--- config.mk ---
export PLATFORM = sky130hd
export DESIGN_NAME = dm_rmw_ctrl
export DESIGN_NICKNAME = d
export VERILOG_FILES = /design/src/rtl/dm_rmw_ctrl.sv
export SDC_FILE = /design/constraint.sdc
export NUM_CORES = 1
export LEC_CHECK = 0
export CAP_MARGIN = 20
export CORE_ASPECT_RATIO = 0.5
export CORE_MARGIN = 4
export CORE_UTILIZATION = 50
export CTS_CLUSTER_SIZE = 24
export DETAILED_ROUTE_END_ITERATION = 12
export PLACE_DENSITY = 0.95
export SETUP_SLACK_MARGIN = 0.05
export SLEW_MARGIN = 20
export SYNTH_ARGS = -nofsm -noshare
export SYNTH_HDL_FRONTEND = slang
export SYNTH_SLANG_ARGS = --single-unit
--- constraint.sdc ---
create_clock -name clk -period 4.88 [get_ports clk]
set_clock_uncertainty 0.2 [all_clocks]
set_input_delay 0.976 -clock clk [delete_from_list [all_inputs] [get_ports clk]]
set_output_delay 0.976 -clock clk [all_outputs]
set_load 0.03 [all_outputs]
--- src/rtl/dm_rmw_ctrl.sv ---
// Byte/half/word load-store controller over a word-wide memory; sub-word stores are done as read-modify-write.
// Latency: err 1, sw 2, load 2+RD_LATENCY, sub-word store 3+RD_LATENCY cycles; req_ready only in IDLE (busy stalls the pipe).
module dm_rmw_ctrl #(
    parameter int RD_LATENCY = 1
) (
    input  logic        clk,
    input  logic        rst,
    input  logic        req_valid,
    output logic        req_ready,
    input  logic        req_we,
    input  logic [1:0]  req_size,
    input  logic        req_signed,
    input  logic [31:0] req_addr,
    input  logic [31:0] req_wdata,
    output logic        resp_valid,
    output logic [31:0] resp_rdata,
    output logic        resp_err,
    output logic        busy,
    output logic [31:0] mem_addr,
    output logic        mem_rd_en,
    input  logic [31:0] mem_rdata,
    output logic        mem_we,
    output logic [31:0] mem_wdata
);

    typedef enum logic [2:0] {
        S_IDLE,
        S_READ,
        S_WAIT,
        S_WRITE,
        S_RESP
    } state_t;

    localparam logic [1:0] CNT_INIT = 2'(RD_LATENCY - 1);

    state_t      state_q, state_d;
    logic [1:0]  cnt_q, cnt_d;
    logic        we_q, we_d;
    logic [1:0]  size_q, size_d;
    logic        sgn_q, sgn_d;
    logic [31:0] addr_q, addr_d;
    logic [31:0] wdata_q, wdata_d;
    logic [31:0] rdata_q, rdata_d;
    logic        err_q, err_d;

    logic        req_bad;
    logic [7:0]  lane_byte;
    logic [15:0] lane_half;
    logic [31:0] merged;
    logic [31:0] load_val;

    assign req_bad = (req_size == 2'b11)
                   || (req_size == 2'b01 && req_addr[0])
                   || (req_size == 2'b10 && req_addr[1:0] != 2'b00);

    always_comb begin
        state_d = state_q;
        cnt_d   = cnt_q;
        we_d    = we_q;
        size_d  = size_q;
        sgn_d   = sgn_q;
        addr_d  = addr_q;
        wdata_d = wdata_q;
        rdata_d = rdata_q;
        err_d   = err_q;
        case (state_q)
            S_IDLE: begin
                if (req_valid) begin
                    we_d    = req_we;
                    size_d  = req_size;
                    sgn_d   = req_signed;
                    addr_d  = req_addr;
                    wdata_d = req_wdata;
                    err_d   = req_bad;
                    if (req_bad)
                        state_d = S_RESP;
                    else if (req_we && req_size == 2'b10)
                        state_d = S_WRITE;
                    else
                        state_d = S_READ;
                end
            end
            S_READ: begin
                cnt_d   = CNT_INIT;
                state_d = S_WAIT;
            end
            S_WAIT: begin
                // Count reaches zero in the cycle mem_rdata is valid.
                if (cnt_q == 2'd0) begin
                    rdata_d = mem_rdata;
                    state_d = we_q ? S_WRITE : S_RESP;
                end else begin
                    cnt_d = cnt_q - 2'd1;
                end
            end
            S_WRITE: state_d = S_RESP;
            S_RESP:  state_d = S_IDLE;
            default: state_d = S_IDLE;
        endcase
    end

    always_ff @(posedge clk) begin
        if (rst) begin
            state_q <= S_IDLE;
            cnt_q   <= 2'd0;
            we_q    <= 1'b0;
            size_q  <= 2'b00;
            sgn_q   <= 1'b0;
            addr_q  <= 32'h0;
            wdata_q <= 32'h0;
            rdata_q <= 32'h0;
            err_q   <= 1'b0;
        end else begin
            state_q <= state_d;
            cnt_q   <= cnt_d;
            we_q    <= we_d;
            size_q  <= size_d;
            sgn_q   <= sgn_d;
            addr_q  <= addr_d;
            wdata_q <= wdata_d;
            rdata_q <= rdata_d;
            err_q   <= err_d;
        end
    end

    always_comb begin
        lane_byte = rdata_q[{addr_q[1:0], 3'b000} +: 8];
        lane_half = addr_q[1] ? rdata_q[31:16] : rdata_q[15:0];
        merged    = rdata_q;
        load_val  = rdata_q;
        case (size_q)
            2'b00: begin
                merged[{addr_q[1:0], 3'b000} +: 8] = wdata_q[7:0];
                load_val = {{24{sgn_q & lane_byte[7]}}, lane_byte};
            end
            2'b01: begin
                merged[{addr_q[1], 4'b0000} +: 16] = wdata_q[15:0];
                load_val = {{16{sgn_q & lane_half[15]}}, lane_half};
            end
            default: merged = wdata_q;
        endcase
    end

    assign req_ready  = (state_q == S_IDLE);
    assign busy       = (state_q != S_IDLE);
    assign mem_rd_en  = (state_q == S_READ);
    assign mem_we     = (state_q == S_WRITE);
    assign mem_addr   = {addr_q[31:2], 2'b00};
    assign mem_wdata  = mem_we ? merged : 32'h0;
    assign resp_valid = (state_q == S_RESP);
    assign resp_err   = resp_valid & err_q;
    assign resp_rdata = (resp_valid && !we_q && !err_q) ? load_val : 32'h0;

endmodule

# After elaboration in Yosys (flattened, before gate mapping)
# Cells that the tools add are included.
# W data, S select, Z words.
[word_totals]
ff_bits = 106
latchBits = 0
mem_bits_rw = 0
rom_bits = 0
input_bits = 103
output_inout_bits = 102
elab_cells = 65
memories = 0
[classes]
add_sub_neg = 3
mul = 0
div_mod_pow = 0
n_lt_le_gt_ge = 0
n_eq_ne = 11
n_shift = 5
mux = 15
bitwise = 3
n_reduce_logical = 19
[ops]
columns = ["operator", "count"]
rows = [
  ["$pmux W32 S2", 2],
  ["$bwmux W32", 2],
  ["$mux W32", 2],
  ["$shift A16 B7 Y32 const A", 1],
  ["$shift A8 B7 Y32 const A", 1],
  ["$shiftx A16 B7 Y32", 1],
  ["$shiftx A32 B6 Y8", 1],
  ["$shiftx A8 B7 Y32", 1],
  ["$mux W16", 1],
  ["$neg A5 Y7", 2],
  ["$mux W3", 4],
  ["$pmux W3 S4", 1],
  ["$reduce_and A2 Y1", 4],
  ["$eq A3 B2 Y1 const B", 2],
  ["$ne A2 B2 Y1 const B", 3],
  ["$logic_and A1 B1 Y1", 5],
  ["$eq A2 B1 Y1 const B", 2],
  ["$eq A2 B2 Y1 const B", 2],
  ["$logic_not A2 Y1", 2],
  ["$mux W2", 2],
  ["$pmux W2 S2", 1],
  ["$reduce_bool A2 Y1", 2],
  ["$and A1 B1 Y1", 3],
  ["$eq A3 B1 Y1 const B", 1],
  ["other kinds (6)", 8],
]

# Logic depth before layout (Yosys ltp)
# Gate-level depths: netlist of the first run.
[logic_depth]
ltp_word = 7
ltp_mapped = 8
ltp_nobuf = 5

# Worst setup path before layout of the first run
# Ideal clock, no wire load.
[synth_timing]
path_type = "register -> output"
startpoint = "register addr_q[1]"
endpoint = "output mem_wdata[6]"
arrival_time_ns = 3.185
required_ns = 3.704
slack_ns = 0.519
path_stages_with_launch = 8
n_path_buf = 2
path_cell_list = "dfxtp_1 -> buf_4 -> buf_2 -> inv_1 -> ha_1 -> nor3b_2 -> nor3_1 -> a2111oi_0"
[synth_between]
elab_chain_len = 5
word_cells_on_any_way = 10
classes_between = "add/sub: 2; shift: 4; mux: 4"
[synth_lines]
columns = ["item", "line_no", "source"]
rows = [
  ["start, declared", "41", "logic [31:0] addr_q, addr_d;"],
  ["start signal, assigned", "119", "addr_q <= addr_d;"],
  ["$neg A5 Y7 (on tied branches)", "137, 133", ""],
  ["$shiftx A16 B7 Y32, or another cell as far along", "137", "merged[{addr_q[1], 4'b0000} +: 16] = wdata_q[15:0];"],
  ["$bwmux W32 (on tied branches)", "137, 133", ""],
  ["$pmux W32 S2 (*)", "131", "case (size_q)"],
  ["$mux W32 (*)", "149", "assign mem_wdata = mem_we ? merged : 32'h0;"],
  ["end, declared", "23", "output logic [31:0] mem_wdata"],
]
# Every way passes the cells marked *; elsewhere a longest branch is shown, timed or not.

# Final worst setup path of the first run
# Same ends and word-level chain as after synthesis.

==> flow_summary.rst, run 1 <==
.. list-table::
   :header-rows: 1

   * - Metric
     - Value
   * - Total congestion overflow after global routing
     - 0
   * - Post-detail-place hpwl
     - 15000 µm
   * - Highest clock frequency the design can meet
     - 227 MHz
   * - Area of all sequential standard cells
     - 2120 µm²
   * - Area used by multi-input combinational logic
     - 3240 µm²
   * - Cell count after placement
     - 1084
   * - Area contributors post-synth
     - dfxtp_1 35%, nand2_1 14%, a21oi_1 9.1%
   * - Transition at the pin with the smallest max-transition slack
     - 1.10 ns
   * - Seq/Total Area, Yosys
     - 0.353
   * - Wire length of the first global-routing pass
     - 32100 µm
   * - Num rows
     - 27
   * - Sum Neg Setup Slack
     - 0 ns
   * - Count of cells along the worst register-to-register path
     - 4
   * - Signal arrival time at the worst endpoint
     - 3.24 ns
   * - Number of synthesized flops with an enable pin
     - 0
   * - Final number of setup-violating endpoints
     - 0
   * - Internal power consumption
     - 1.54 mW
   * - Worst min-delay path category
     - flop to flop
   * - Layout filler cell count
     - 863
   * - Maximum number of buffers from clock root to sink
     - 2
   * - Overall die height
     - 85.5 µm
   * - I/O pin count
     - 205
   * - DRC marker count from the first detailed-route iteration
     - 938
   * - Number of nets at the end of the flow
     - 1045
   * - Full die area
     - 13900 µm²
   * - Pin count of the biggest net entering global routing
     - 106
   * - Crit path max-delay family
     - buffers and inverters
   * - Critical path cell sequence
     - inv_1 > ha_1 > nor3b_2 > buf_4 > nor3_1 > a2111oi_0 > clkdlybuf4s50_1
   * - Max incr delay on CP
     - 0.79 ns
   * - Fraction of final layout cells sized beyond drive strength 1
     - 0.0871
   * - Power after layout
     - 2.30 mW
   * - Part of the power in the clock network
     - 0.304
   * - PostCTS Resize Cnt
     - 0
   * - Share of the synthesized area in the top cell type
     - 0.353
   * - Max-cap check violation count
     - 0
   * - Crit. End Element
     - primary output
   * - Crit start category
     - flop
   * - Clock slew at the register clock pins of the worst setup and hold paths
     - 0.07 ns
   * - Final Hold Fails
     - 0
   * - Core footprint
     - 11400 µm²
   * - Maximum ir drop on the vdd rail
     - 0.215 mV
   * - CTS tree
     - yes
   * - Ratio of total power to cell area
     - 287 nW/µm²
   * - Worst rel slew slack
     - 0.260
   * - Gate count of the mapped netlist
     - 815
   * - Combinational share of power
     - 0.256
   * - Diodes inserted
     - 0
   * - Most common cell in the synthesized netlist
     - nand2_1
   * - Syn-to-layout area delta
     - 33.5%
   * - Final slew viol count
     - 0
   * - Fraction of power spent switching nets
     - 0.332
   * - Post-synthesis area per instance
     - 7.37 µm²
   * - Number of cells on the critical path
     - 7
   * - Switching power of the nets
     - 0.764 mW
   * - Slowest stage cell, crit path
     - clkdlybuf4s50_1
   * - GPL Wtd Cong
     - 0.984
   * - Total clock sinks
     - 106
   * - Utilization after layout
     - 0.707
   * - H-tree depth
     - 3
   * - Crit path buf inv count
     - 3
   * - Asr flop ratio synth
     - 0
   * - Overall routing resource usage
     - 0.284
   * - DRC violations left
     - 0
   * - Number of buffers added to fix hold violations after cts
     - 0
   * - Post-detailed-route via-to-cell ratio
     - 6.06
   * - Sequential share of power
     - 0.440
   * - Largest fanout of any net on the critical path
     - 12
   * - Primary FF master, synth
     - dfxtp_1
   * - Chip Width
     - 163 µm
   * - Aggregate routed wire length
     - 20900 µm
   * - Routed len/inst
     - 19.0 µm
   * - Library cell occupying the most area in the post-synthesis netlist
     - dfxtp_1
   * - Result of the run
     - finished clean
   * - Mapped cell area
     - 6010 µm²
   * - Initial Utilization
     - 0.529
   * - Count of nets left with antenna violations after detail routing
     - 0
   * - Final period demand of the worst path
     - 4.41 ns
   * - Final cell count without fillers
     - 1100
   * - Clock insertion delay at the later pin of the skew report
     - 0.35 ns
   * - Inserted Clock Buffers
     - 9
   * - Leakage power of the design
     - 2.73 nW
   * - IO Port Bufs
     - 202
   * - Commonest cells in the synthesized netlist
     - 225 x nand2_1, 109 x a21oi_1, 106 x dfxtp_1, 47 x clkbuf_1, 45 x o22ai_1
   * - Count of state elements after synthesis
     - 106
   * - Number of stages on the worst hold path
     - 2
   * - Postcts setup bufs
     - 0
   * - Number of vias in the routed layout
     - 6670
   * - Number of detailed-routing iterations run before antenna repair
     - 8
   * - Synth Warn #
     - 0
   * - Library cells used by synthesis
     - 47
   * - Crit path kind
     - flop to primary output
   * - Initial antenna violation count
     - 0
   * - RSZ-0062 raised after global routing
     - no
   * - Via count of the first global-routing pass
     - 6171
   * - Buffer cell driving the clock tree root
     - clkbuf_16
   * - CP required
     - 3.70 ns
   * - Period utilization
     - 0.904
-- cell families (layout without fill, tap and decap cells) --
logic type,after synthesis,after routing,share of synthesized area
AOI/OAI and AO/OA,234,234,0.236
adders and majority gates,6,6,0.0125
buffers and inverters,129,254,0.110
DFF,106,106,0.353
muxes,29,29,0.0558
other,1,2,0.000624
and+or+nand+nor,310,310,0.231
-- worst paths after layout --
kind	startpoint	end	slack, ns
hold / removal	addr_q[2]$_SDFFE_PP0P_	addr_q[2]$_SDFFE_PP0P_	0.26
setup / recovery	addr_q[1]$_SDFFE_PP0P_	mem_wdata[6]	0.47
hold reg to reg	addr_q[2]$_SDFFE_PP0P_	addr_q[2]$_SDFFE_PP0P_	0.26
setup reg to reg	state_q[0]$_SDFFE_PP0P_	wdata_q[1]$_SDFFE_PP0P_	2.31
-- worst reg2reg max path, stage by stage, from the launching register on --
cell	delay, ns
dfxtp_1	0.50
or4b_2	1.08
buf_4	0.40
nand2_1	0.15
a21oi_1	0.07
-- final cells by class --
type	instances	area share
multi-input combinational	581	0.404
sequential	106	0.265
timing repair buffer	216	0.261
clock buffer	10	0.0285
tap	159	0.0248
inverter	22	0.0103
clock inverter	6	0.00608
-- flip-flops by register name (all words and copies together), names as in the netlist --
| register | count |
|---|---|
| state_q | 3 |
| we_q | 1 |
| cnt_q | 2 |
| sgn_q | 1 |
| err_q | 1 |
| addr_q | 32 |
| wdata_q | 32 |
| size_q | 2 |
| rdata_q | 32 |
-- power groups by stage --
stage | sequential (mW) | combinational [mW] | clock (mW)
finish | 1.01 | 0.589 | 0.701
global route | 1.02 | 0.636 | 0.741
CTS | 1.01 | 0.582 | 0.702
detailed placement | 1.03 | 0.578 | 0
global placement | 1.02 | 0.565 | 0
floorplan | 0.985 | 0.418 | 0
-- per-layer routing --
| metal | GRT usage | up-vias | share of wire |
|---|---|---|---|
| met5 | 0 | - | 0 |
| met2 | 0.472 | 410 | 0.47 |
| met1 | 0.367 | 3115 | 0.39 |
| li1 | - | 3070 | - |
| met3 | 0.0566 | 75 | 0.10 |
| met4 | 0.113 | 0 | 0.035 |
-- per-stage QoR --
step,worst slack (ns),area (µm²),hold slack [ns]
floorplan,0.519,6010,0.236
finish,0.468,8020,0.255
detailed placement,0.878,7740,0.246
CTS,0.469,8020,0.256
global placement,0.904,7740,0.241
global route,0.231,8020,0.280
-- cells in the final DEF, fill, tap and decap left out, types with 7 or more instances in the layout --
master,netlist,layout
clkbuf_16,0,9
o22ai_1,45,45
a31oi_1,9,9
nand3_1,10,10
a211oi_1,11,11
nor3_1,21,21
clkdlybuf4s50_1,0,185
a21oi_1,109,109
nand2_1,225,225
buf_4,35,30
nand4_1,10,10
o21ai_0,17,17
a221oi_1,28,28
mux2_2,26,26
dfxtp_1,106,106
nor2_1,8,8
nand2b_1,7,7
inv_1,22,22
Note: power is estimated with default switching activity, not from simulation.
==> inputs of run 2 (changes only) <==
--- a/config.mk
+++ b/config.mk
@@ -13,6 +13,7 @@
 export DETAILED_ROUTE_END_ITERATION = 12
 export PLACE_DENSITY = 0.95
 export SETUP_SLACK_MARGIN = 0.05
+export SKIP_LAST_GASP = 1
 export SLEW_MARGIN = 20
 export SYNTH_ARGS = -nofsm -noshare
 export SYNTH_HDL_FRONTEND = slang
==> results of run 2 <==
Same layout as run 1: the final DEF is identical, and so are final timing and power.
==> inputs of run 3 (changes only) <==
--- a/config.mk
+++ b/config.mk
@@ -14,7 +14,6 @@
 export PLACE_DENSITY = 0.95
 export SETUP_SLACK_MARGIN = 0.05
 export SKIP_LAST_GASP = 1
-export SLEW_MARGIN = 20
 export SYNTH_ARGS = -nofsm -noshare
 export SYNTH_HDL_FRONTEND = slang
 export SYNTH_SLANG_ARGS = --single-unit
==> results of run 3 <==
Same layout as run 1: the final DEF is identical, and so are final timing and power.
